$ cat config.mk
export PLATFORM = sky130hd
export DESIGN_NAME = uart_tx_sched_flat
export DESIGN_NICKNAME = d
export VERILOG_FILES = /design/src/rtl/uart_tx_sched_if.sv /design/src/rtl/uart_tx_sched.sv /design/src/flat_wrapper.sv
export SDC_FILE = /design/constraint.sdc
export NUM_CORES = 1
export LEC_CHECK = 0
export BUFFER_PORTS_ARGS = -buffer_cell sky130_fd_sc_hd__buf_2
export CAP_MARGIN = 20
export CORE_UTILIZATION = 30
export DETAILED_ROUTE_END_ITERATION = 6
export PLACE_DENSITY = 0.53
export SYNTH_ARGS = -nofsm -noshare
export SYNTH_HDL_FRONTEND = slang
export SYNTH_SLANG_ARGS = --single-unit
$ cat constraint.sdc
create_clock -name clk -period 7.7 [get_ports clk]
set_clock_uncertainty 0.1 [all_clocks]
set_input_delay 0 -clock clk [delete_from_list [all_inputs] [get_ports clk]]
set_output_delay 0 -clock clk [all_outputs]
set_load 0.02 [all_outputs]
$ cat src/rtl/uart_tx_sched_if.sv
// Request-side bundle for uart_tx_sched: two byte producers and the one-hot grant.
// master = producer side, slave = scheduler side.
interface uart_tx_sched_if;
  logic [1:0] iREQ_VALID;
  logic [7:0] iREQ_DATA0;
  logic [7:0] iREQ_DATA1;
  logic [1:0] oREQ_READY;

  modport master (
    output iREQ_VALID,
    output iREQ_DATA0,
    output iREQ_DATA1,
    input  oREQ_READY
  );

  modport slave (
    input  iREQ_VALID,
    input  iREQ_DATA0,
    input  iREQ_DATA1,
    output oREQ_READY
  );
endinterface

$ cat src/rtl/uart_tx_sched.sv
// Two-requester UART transmit scheduler: round-robin arbiter feeding a small FIFO,
// baud-rate generator and 8N1 serialiser (LSB first, line idles high).
// Optional macro UART_TX_SCHED_PARITY_EN inserts an even-parity bit before the stop bit.
module uart_tx_sched #(
  parameter int unsigned CLK_DIV = 434,
  parameter int unsigned FIFO_AW = 3
) (
  input  logic                 clk,
  input  logic                 reset,
  uart_tx_sched_if.slave       req_if,
  output logic                 oTX_DATA,
  output logic                 oBUSY,
  output logic [FIFO_AW:0]     oFIFO_COUNT
);

  localparam int unsigned      Depth    = 2 ** FIFO_AW;
  localparam logic [15:0]      BaudMax  = 16'(CLK_DIV - 1);
  localparam logic [FIFO_AW:0] DepthCnt = {1'b1, {FIFO_AW{1'b0}}};

  typedef enum logic [2:0] {
    StIdle,
    StStart,
    StData,
`ifdef UART_TX_SCHED_PARITY_EN
    StParity,
`endif
    StStop
  } state_e;

  state_e             r_state;
  logic [15:0]        r_baud;
  logic [2:0]         r_bit_idx;
  logic [7:0]         r_shift;
  logic               r_tx;
  logic [7:0]         r_mem [Depth];
  logic [FIFO_AW-1:0] r_wr_ptr;
  logic [FIFO_AW-1:0] r_rd_ptr;
  logic [FIFO_AW:0]   r_count;
  logic               r_rr_ptr;   // requester favoured when both are valid

  logic [1:0]         w_grant;
  logic               w_push;
  logic [7:0]         w_push_data;
  logic               w_pop;
  logic               w_tick;
  logic               w_not_full;

  assign w_not_full  = (r_count < DepthCnt);
  assign w_push      = |w_grant;
  assign w_push_data = w_grant[1] ? req_if.iREQ_DATA1 : req_if.iREQ_DATA0;
  assign w_pop       = (r_state == StIdle) && (r_count != '0);
  assign w_tick      = (r_baud == BaudMax);

  // Grant from registered occupancy only; a same-cycle pop does not open a slot.
  always_comb begin
    w_grant = 2'b00;
    if (w_not_full) begin
      unique case (req_if.iREQ_VALID)
        2'b01:   w_grant = 2'b01;
        2'b10:   w_grant = 2'b10;
        2'b11:   w_grant = r_rr_ptr ? 2'b10 : 2'b01;
        default: w_grant = 2'b00;
      endcase
    end
  end

  assign req_if.oREQ_READY = w_grant;

  // FIFO storage; contents need no reset because occupancy lives in the pointers.
  always_ff @(posedge clk) begin
    if (w_push) r_mem[r_wr_ptr] <= w_push_data;
  end

  // FIFO pointers, occupancy and round-robin pointer.
  always_ff @(posedge clk or negedge reset) begin
    if (!reset) begin
      r_wr_ptr <= '0;
      r_rd_ptr <= '0;
      r_count  <= '0;
      r_rr_ptr <= 1'b0;
    end else begin
      if (w_push) begin
        r_wr_ptr <= r_wr_ptr + 1'b1;
        r_rr_ptr <= w_grant[0];  // favour the requester that was not just served
      end
      if (w_pop) r_rd_ptr <= r_rd_ptr + 1'b1;
      unique case ({w_push, w_pop})
        2'b10:   r_count <= r_count + 1'b1;
        2'b01:   r_count <= r_count - 1'b1;
        default: r_count <= r_count;
      endcase
    end
  end

  // Frame FSM: baud counter, bit index, shift register and registered line output.
  always_ff @(posedge clk or negedge reset) begin
    if (!reset) begin
      r_state   <= StIdle;
      r_baud    <= '0;
      r_bit_idx <= '0;
      r_shift   <= '0;
      r_tx      <= 1'b1;
    end else begin
      if (r_state != StIdle) r_baud <= w_tick ? 16'd0 : r_baud + 16'd1;
      unique case (r_state)
        StIdle: begin
          r_tx <= 1'b1;
          if (w_pop) begin
            r_shift   <= r_mem[r_rd_ptr];
            r_baud    <= '0;
            r_bit_idx <= '0;
            r_tx      <= 1'b0;
            r_state   <= StStart;
          end
        end
        StStart: begin
          if (w_tick) begin
            r_tx    <= r_shift[0];
            r_state <= StData;
          end
        end
        StData: begin
          if (w_tick) begin
            if (r_bit_idx == 3'd7) begin
`ifdef UART_TX_SCHED_PARITY_EN
              r_tx    <= ^r_shift;
              r_state <= StParity;
`else
              r_tx    <= 1'b1;
              r_state <= StStop;
`endif
            end else begin
              r_bit_idx <= r_bit_idx + 3'd1;
              r_tx      <= r_shift[r_bit_idx + 3'd1];
            end
          end
        end
`ifdef UART_TX_SCHED_PARITY_EN
        StParity: begin
          if (w_tick) begin
            r_tx    <= 1'b1;
            r_state <= StStop;
          end
        end
`endif
        StStop: begin
          if (w_tick) begin
            r_tx    <= 1'b1;
            r_state <= StIdle;
          end
        end
        default: begin
          r_tx    <= 1'b1;
          r_state <= StIdle;
        end
      endcase
    end
  end

  assign oTX_DATA    = r_tx;
  assign oBUSY       = (r_state != StIdle) | (r_count != '0);
  assign oFIFO_COUNT = r_count;

endmodule

$ cat src/flat_wrapper.sv
// flat-port wrapper written by rule: the top's interface ports become plain ports
module uart_tx_sched_flat 
#(
  parameter int unsigned CLK_DIV = 434,
  parameter int unsigned FIFO_AW = 3
)
  (clk, reset, oTX_DATA, oBUSY, oFIFO_COUNT, req_if_iREQ_VALID, req_if_iREQ_DATA0, req_if_iREQ_DATA1, req_if_oREQ_READY);
  uart_tx_sched_if req_if_i ();
  input  logic clk;
  input  logic reset;
  output logic oTX_DATA;
  output logic oBUSY;
  output logic [FIFO_AW:0] oFIFO_COUNT;
  input wire logic [$bits(req_if_i.iREQ_VALID)-1:0] req_if_iREQ_VALID;
  input wire logic [$bits(req_if_i.iREQ_DATA0)-1:0] req_if_iREQ_DATA0;
  input wire logic [$bits(req_if_i.iREQ_DATA1)-1:0] req_if_iREQ_DATA1;
  output wire logic [$bits(req_if_i.oREQ_READY)-1:0] req_if_oREQ_READY;
  assign req_if_i.iREQ_VALID = req_if_iREQ_VALID;
  assign req_if_i.iREQ_DATA0 = req_if_iREQ_DATA0;
  assign req_if_i.iREQ_DATA1 = req_if_iREQ_DATA1;
  assign req_if_oREQ_READY = req_if_i.oREQ_READY;
  uart_tx_sched #(.CLK_DIV(CLK_DIV), .FIFO_AW(FIFO_AW)) u_core (.clk(clk), .reset(reset), .req_if(req_if_i), .oTX_DATA(oTX_DATA), .oBUSY(oBUSY), .oFIFO_COUNT(oFIFO_COUNT));
endmodule
### Word-level counts from Yosys, hierarchy flattened

Memories as Yosys holds them, arrays and structs flattened. A register that Yosys moved wholly into a read port is not among the register bits.
Cells that the tools add are included.

| word-level totals | value |
|---|---|
| register bits | 34 |
| bits in writable memories | 64 |
| input port bits | 20 |
| output and inout bits | 8 |
| logic and storage cells | 75 |
| memories | 1 |

| cells by class | value |
|---|---|
| add/subtract/negate cells | 6 |
| order comparisons | 2 |
| eq/ne operators | 16 |
| multiplexer cells | 29 |
| bitwise gates (word level) | 1 |
| reductions and logical operators | 12 |

Memory list:

| memory | words | width | rd ports | clocked after Yosys merged registers in | write ports | line | source |
|---|---|---|---|---|---|---|---|
| u_core.r_mem | 8 | 8 | 1 | 1 | 1 | uart_tx_sched.sv:35 | `logic [7:0] r_mem [Depth];` |

Operators by type and width:

| operator | number |
|---|---|
| 16-bit two-way mux | 4 |
| 3-bit two-way mux | 8 |
| 16-bit by 1-bit adder with 16-bit output, second input constant | 1 |
| 16-bit by 9-bit == test with 1-bit output, second input constant | 1 |
| 3-bit case mux with 4 select lines | 1 |
| 2-bit by 1-bit != test with 1-bit output, second input constant | 5 |
| 3-bit by 1-bit adder with 3-bit output, second input constant | 3 |
| 1-bit two-way mux | 8 |
| 8-bit two-way mux | 1 |
| 4-bit case mux with 2 select lines | 1 |
| 2-bit == test, second input constant | 3 |
| 3-bit by 2-bit == test with 1-bit output, second input constant | 2 |
| 2-bit case mux with 3 select lines | 1 |
| 3-bit case mux with 2 select lines | 1 |
| 5-bit AND reduction | 1 |
| 4-bit by 1-bit adder with 4-bit output, second input constant | 1 |
| 2-bit by 1-bit == test with 1-bit output, second input constant | 2 |
| 3-bit by 4-bit < comparator with 1-bit output, second input constant | 1 |
| 4-bit < comparator, second input constant | 1 |
| 2-bit two-way mux | 2 |
| 1-bit case mux with 4 select lines | 1 |
| 4-bit AND reduction | 1 |
| 2-bit nonzero test | 2 |
| 4-bit nonzero test | 1 |
| 13 further kinds | 13 |

### Longest topological paths before layout

| logic depth | value |
|---|---|
| depth in word-level cells | 6 |
| depth in mapped cells | 13 |
| mapped depth without buffers | 11 |

### Worst setup path after synthesis

OpenSTA, ideal clock, no wires.

| path | value |
|---|---|
| kind | register -> register |
| from | register u_core.r_count[3] (netlist: u_core.oFIFO_COUNT[3]) |
| to | register u_core.r_count[2] (netlist: u_core.oFIFO_COUNT[2]) |
| setup time | 134 ps |
| data arrival time | 2365 ps |
| required time | 7466 ps |
| path slack | 5101 ps |
| cell stages (with the launch flop) | 13 |
| path buffers | 2 |
| period minus slack after synthesis | 2599 ps |
| cells stage by stage | dfrtp_1 > nor4_1 > nand2b_1 > buf_2 > inv_1 > ha_1 > clkbuf_1 > xor2_1 > ha_1 > a21oi_1 > xor2_1 > nor2_1 > xor2_1 |

| between the ends | value |
|---|---|
| elaborated cells on any way between the ends | 9 |
| classes of those cells | 1 x order compare; 2 x eq/ne; 2 x mux; 4 x reduce/logical |

RTL lines:

| what | line | source |
|---|---|---|
| start, declared | uart_tx_sched.sv:38 | `logic [FIFO_AW:0] r_count;` |
| start signal, assigned | uart_tx_sched.sv:88 | `2'b10: r_count <= r_count + 1'b1;` |
| start signal, assigned | uart_tx_sched.sv:89 | `2'b01: r_count <= r_count - 1'b1;` |
| start signal, assigned | uart_tx_sched.sv:90 | `default: r_count <= r_count;` |
| 4-bit nonzero test * | uart_tx_sched.sv:51 | `assign w_pop = (r_state == StIdle) && (r_count != '0);` |
| 1-bit logical AND * | uart_tx_sched.sv:51 |  |
| named net u_core.w_pop | uart_tx_sched.sv:44 | `logic w_pop;` |
| 2-bit by 1-bit == test with 1-bit output or 2-bit == test (tied branches) | uart_tx_sched.sv:87 | `unique case ({w_push, w_pop})` |
| 4-bit case mux with 2 select lines or 2-bit nonzero test (tied branches) | -- |  |

The timed path passes the listed nets; every way through them passes the cells marked *.
A chain may end at the register's enable or synchronous reset.

### Worst setup path in the final report

| path | value |
|---|---|
| from | register u_core.r_state[0] |
| to | register u_core.r_count[2] (netlist: u_core.oFIFO_COUNT[2]) |

| between the ends | value |
|---|---|
| word-level cells in the longest chain between the ends | 4 |
| elaborated cells on any way between the ends | 6 |
| classes of those cells | 2 x eq/ne; 1 x mux; 3 x reduce/logical |

Ends and longest elaborated chain:

| what | line | source |
|---|---|---|
| start, declared | uart_tx_sched.sv:30 | `state_e r_state;` |
| start signal, assigned | uart_tx_sched.sv:98 | `r_state <= StIdle;` |
| start signal, assigned | uart_tx_sched.sv:113 | `r_state <= StStart;` |
| start signal, assigned | uart_tx_sched.sv:119 | `r_state <= StData;` |
| 3-bit zero test * | uart_tx_sched.sv:51 |  |
| 1-bit logical AND * | uart_tx_sched.sv:51 |  |
| named net u_core.w_pop | uart_tx_sched.sv:44 |  |
| 2-bit by 1-bit == test with 1-bit output or 2-bit == test (tied branches) | uart_tx_sched.sv:87 |  |
| 4-bit case mux with 2 select lines or 2-bit nonzero test (tied branches) | -- |  |

Marked as above.

==> qor.csv <==
stage,metric,value,unit
run_status,run_status,finished with violations,
run_status,violations_in_the_final_reports,hold timing,
sta,timing.hold.ws,-12.5,ps
die,dieWidth,130,um
run,max-cap-violations,0,
synth,synth_commonest_cells,"sky130_fd_sc_hd__edfxtp_1, sky130_fd_sc_hd__dfrtp_1, sky130_fd_sc_hd__nand2_1, sky130_fd_sc_hd__mux4_2",
power,total_leakage_power,2.18,nW
global_route,grt_first_pass_wirelength,16200,um
global_route,global_route_usage_sum,12.9,%
synth,synth-edff-count,64,
clock_tree,clock_pin_transition_on_the_worst_setup_and_hold_timing_paths,80,ps
die,ioPinCount,28,
detailed_routing,routedWlPerCell,16.2,um
power,max-vdd-ir-drop,0.000135,V
power,comb_power_share,33.5,%
synth,post_synth_inst_count,353,
power,power_density,348,nW/um^2
synth,synth.top_cells.by_area,"sky130_fd_sc_hd__edfxtp_1, sky130_fd_sc_hd__dfrtp_1, sky130_fd_sc_hd__mux4_2",
critical_path,reg2reg_setup_slack,4480,ps
sta,maxClockFrequency,311,MHz
power,sequentialPowerShare,43.4,%
detailed_routing,avgViaCountPerCell,4.94,
die,die_height,130,um
placed_design,portBuffers,27,
synth,seq_area_frac_synth,59.6,%
die,die-area,17000,sq um
sta,timing.final.crit_period,3220,ps
synth,synth_seq_cells,105,
clock_tree,clock_sink_count,105,
clock_tree,max-clock-path-buffers,2,
global_route,antenna_found_initial,0,
global_route,maximum_number_of_pins_on_one_net_before_global_route_repair,42,
detailed_routing,drtAntennaViolNets,0,
sta,fin_setup_tns,0,ps
sta,grt_setup_unrepaired,false,
power,power.share.switching,35.2,%
critical_path,cp_slowest_cell,sky130_fd_sc_hd__ha_1,
synth,synth_area,4950,sq um
global_route,gr-total-overflow,0,
power,power.total,0.00202,W
detailed_routing,via_count,3046,
detailed_routing,detail_route.wirelength,9980,um
detailed_routing,dr.first_iter.drc_count,234,
critical_path,critical_path.max_fanout,18,
sta,worst_slew_pin_slew,943,ps
clock_tree,tritoncts,built,
clock_tree,inserted_clock_buffers,9,
sta,final_max_slew_viol_count,0,
die,floorplan.initialDensity,30.9,%
synth,synth_ff_type,sky130_fd_sc_hd__edfxtp_1,
detailed_routing,drtPass1Iterations,4,
power,clkPwrFrac,23.1,%
synth,distinct_cell_type_count_of_the_synthesized_netlist,57,
synth,synth_most_common_cell,sky130_fd_sc_hd__edfxtp_1,
power,power.net_switching,0.000710,W
clock_tree,cts-htree-levels,3,
critical_path,worstSetupEndpointType,register,
cells_and_area,antenna-diode-count,0,
placed_design,detailed_place_hpwl,6380,um
sta,layout_worst_path_cycle_share,41.8,%
critical_path,worst_setup_path_start_kind,register,
die,floorplan.rows,46,
detailed_routing,drc_errors,0,
synth,synth_async_sr_flop_share,39.0,%
clock_tree,clk_latency,350,ps
synth,synth_area_leader,sky130_fd_sc_hd__edfxtp_1,
critical_path,worst_path_largest_cell_delay,530,ps
cells_and_area,finalNetCount,430,
global_route,vias_in_the_first_global_route,3052,
sta,worst_slew_margin_rel,36.9,%
sta,timing_hold_violations_final,12,
cells_and_area,post_route_cells_drive_above_1_share,22.7,%
critical_path,worst-endpoint-required,7830,ps
synth,yosysWarningCount,0,
clock_tree,clk_root_buffer_cell,sky130_fd_sc_hd__clkbuf_16,
sta,setup_viol,0,
critical_path,cp_data_arrival_time,3350,ps
critical_path,crit_path_cell_trace,"inv_1, ha_1, nand2b_1, inv_1, ha_1, xor2_1, ha_1, a21oi_1, xor2_1, nor2_1, xor2_1",
critical_path,path_class,reg2reg,
synth,synth_top_area_share,38.9,%
power,cellInternalPower,0.00130,W
synth,synth_area_per_inst,14.0,sq um
synth,synth.net_count,387,
die,coreArea,16000,sq um
placed_design,gp_routability_congestion,0.756,
worst_hold_path,hold_path.class,in2async,
cells_and_area,syn2layout_area_growth,17.0,%
## power groups by stage
stage	Sequential, W	Clock [W]	Combinational (W)
floorplan	0.000843	0	0.000528
global placement	0.000878	0	0.000646
detailed placement	0.000886	0	0.000669
CTS	0.000875	0.000482	0.000688
global route	0.000894	0.000501	0.000758
finish	0.000874	0.000466	0.000675
## final timing paths
| path | start | to | depth (start not counted) |
|---|---|---|---|
| setup reg to reg | u_core.r_state[0]$_DFFE_PN0P_ | u_core.oFIFO_COUNT[2]$_DFFE_PN0P_ | 11 |
| setup / recovery | u_core.r_state[0]$_DFFE_PN0P_ | u_core.oFIFO_COUNT[2]$_DFFE_PN0P_ | 11 |
| hold reg to reg | u_core.r_shift[1]$_DFFE_PN0P_ | u_core.r_shift[1]$_DFFE_PN0P_ | 2 |
| hold / removal | reset | u_core.r_wr_ptr[0]$_DFFE_PN0P_ | 2 |
| max in group asynchronous | reset | u_core.oTX_DATA$_DFFE_PN1P_ | 3 |
| min in group clk | req_if_iREQ_VALID[1] | u_core.r_wr_ptr[1]$_DFFE_PN0P_ | 5 |
## cell families after synthesis
group                    Yosys count  share of synthesized area (%)
flip-flops                       105                           59.6
AND/OR/NAND/NOR                   94                           11.2
AO/OA/AOI/OAI                     59                           7.97
multiplexers                      39                           12.7
buffers and inverters             33                           3.29
adder cells (fa/ha/maj)           14                           3.54
XOR/XNOR                           9                           1.59
## sequential cells by signal (all words and copies together) (netlist names)
| register | cells |
|---|---|
| u_core.r_mem | 64 |
| u_core.r_rd_ptr | 3 |
| u_core.r_rr_ptr | 1 |
| u_core.r_state | 2 |
| u_core.r_shift | 8 |
| u_core.oTX_DATA | 1 |
| u_core.r_baud | 16 |
| u_core.r_bit_idx | 3 |
| u_core.r_wr_ptr | 3 |
| u_core.oFIFO_COUNT | 4 |
## metrics by stage
stage | instances | worst slack [ps] | utilization [%] | hold WS [ps] | area, sq um
floorplan | 353 | 5100 | - | -396 | 4950
global placement | 581 | 4670 | 32.9 | 100 | 5270
detailed placement | 581 | 4480 | 32.9 | 109 | 5270
CTS | 616 | 4460 | 36.0 | 4.16 | 5770
global route | 617 | 4180 | 36.2 | 20.1 | 5790
finish | 617 | 4480 | 36.2 | -12.5 | 5790
## final cells by class
type	instances	area [sq um]
multi-input cells	215	1840
fillers	1575	10200
clock inverters	6	66.3
clock buffers	10	239
flip-flops and latches	105	2950
repair buffers	48	353
inverters	17	63.8
well taps	216	270
## worst max-delay path, delay by kind of cell, from the launching register on
| family | cells | cell delay [ps] |
|---|---|---|
| buffers and inverters | 2 | 410 |
| xor gates and xnor gates | 3 | 430 |
| AOI/OAI and AO/OA | 1 | 150 |
| adders and majority gates | 3 | 1060 |
| DFF | 1 | 420 |
| and+or+nand+nor | 2 | 540 |
## timing repair
| item | in CTS | in global routing |
|---|---|---|
| setup endpoints to repair | 0 | 0 |
| resized for setup | 0 | 0 |
| buffers inserted | 0 | 0 |
| hold buffers | 19 | 0 |
| endpoints found under the hold margin | 105 | 0 |
## cells in the final DEF (no fill, tap or decap), drive strengths merged, types with 4 or more instances in the layout
cell type    Yosys  final
mux2i            9      9
edfxtp          64     64
a31oi           14     14
nand2           29     29
dlygate4sd3      0     19
o21ai           17     17
buf             12     29
nor3             5      5
nand4            5      5
nand3            8      8
nand2b           5      5
nor4             5      5
mux2            12     12
dfrtp           40     40
and4             5      5
mux4            18     18
clkbuf           4     10
nor2            13     13
xor2             5      5
xnor2            4      4
or3              6      6
a21oi            6      6
inv             17     21
ha              14     14
## per-layer routing
layer  share of wire [%]  global-route usage (%)  vias to the layer above
met5                   0                       0                        -
met4                 1.7                    5.00                        0
met3                 3.5                    3.05                       18
met2                  51                    22.1                       72
met1                  44                    15.8                     1512
li1                    -                       -                     1444
No activity file was read; power rests on OpenSTA's default activity.
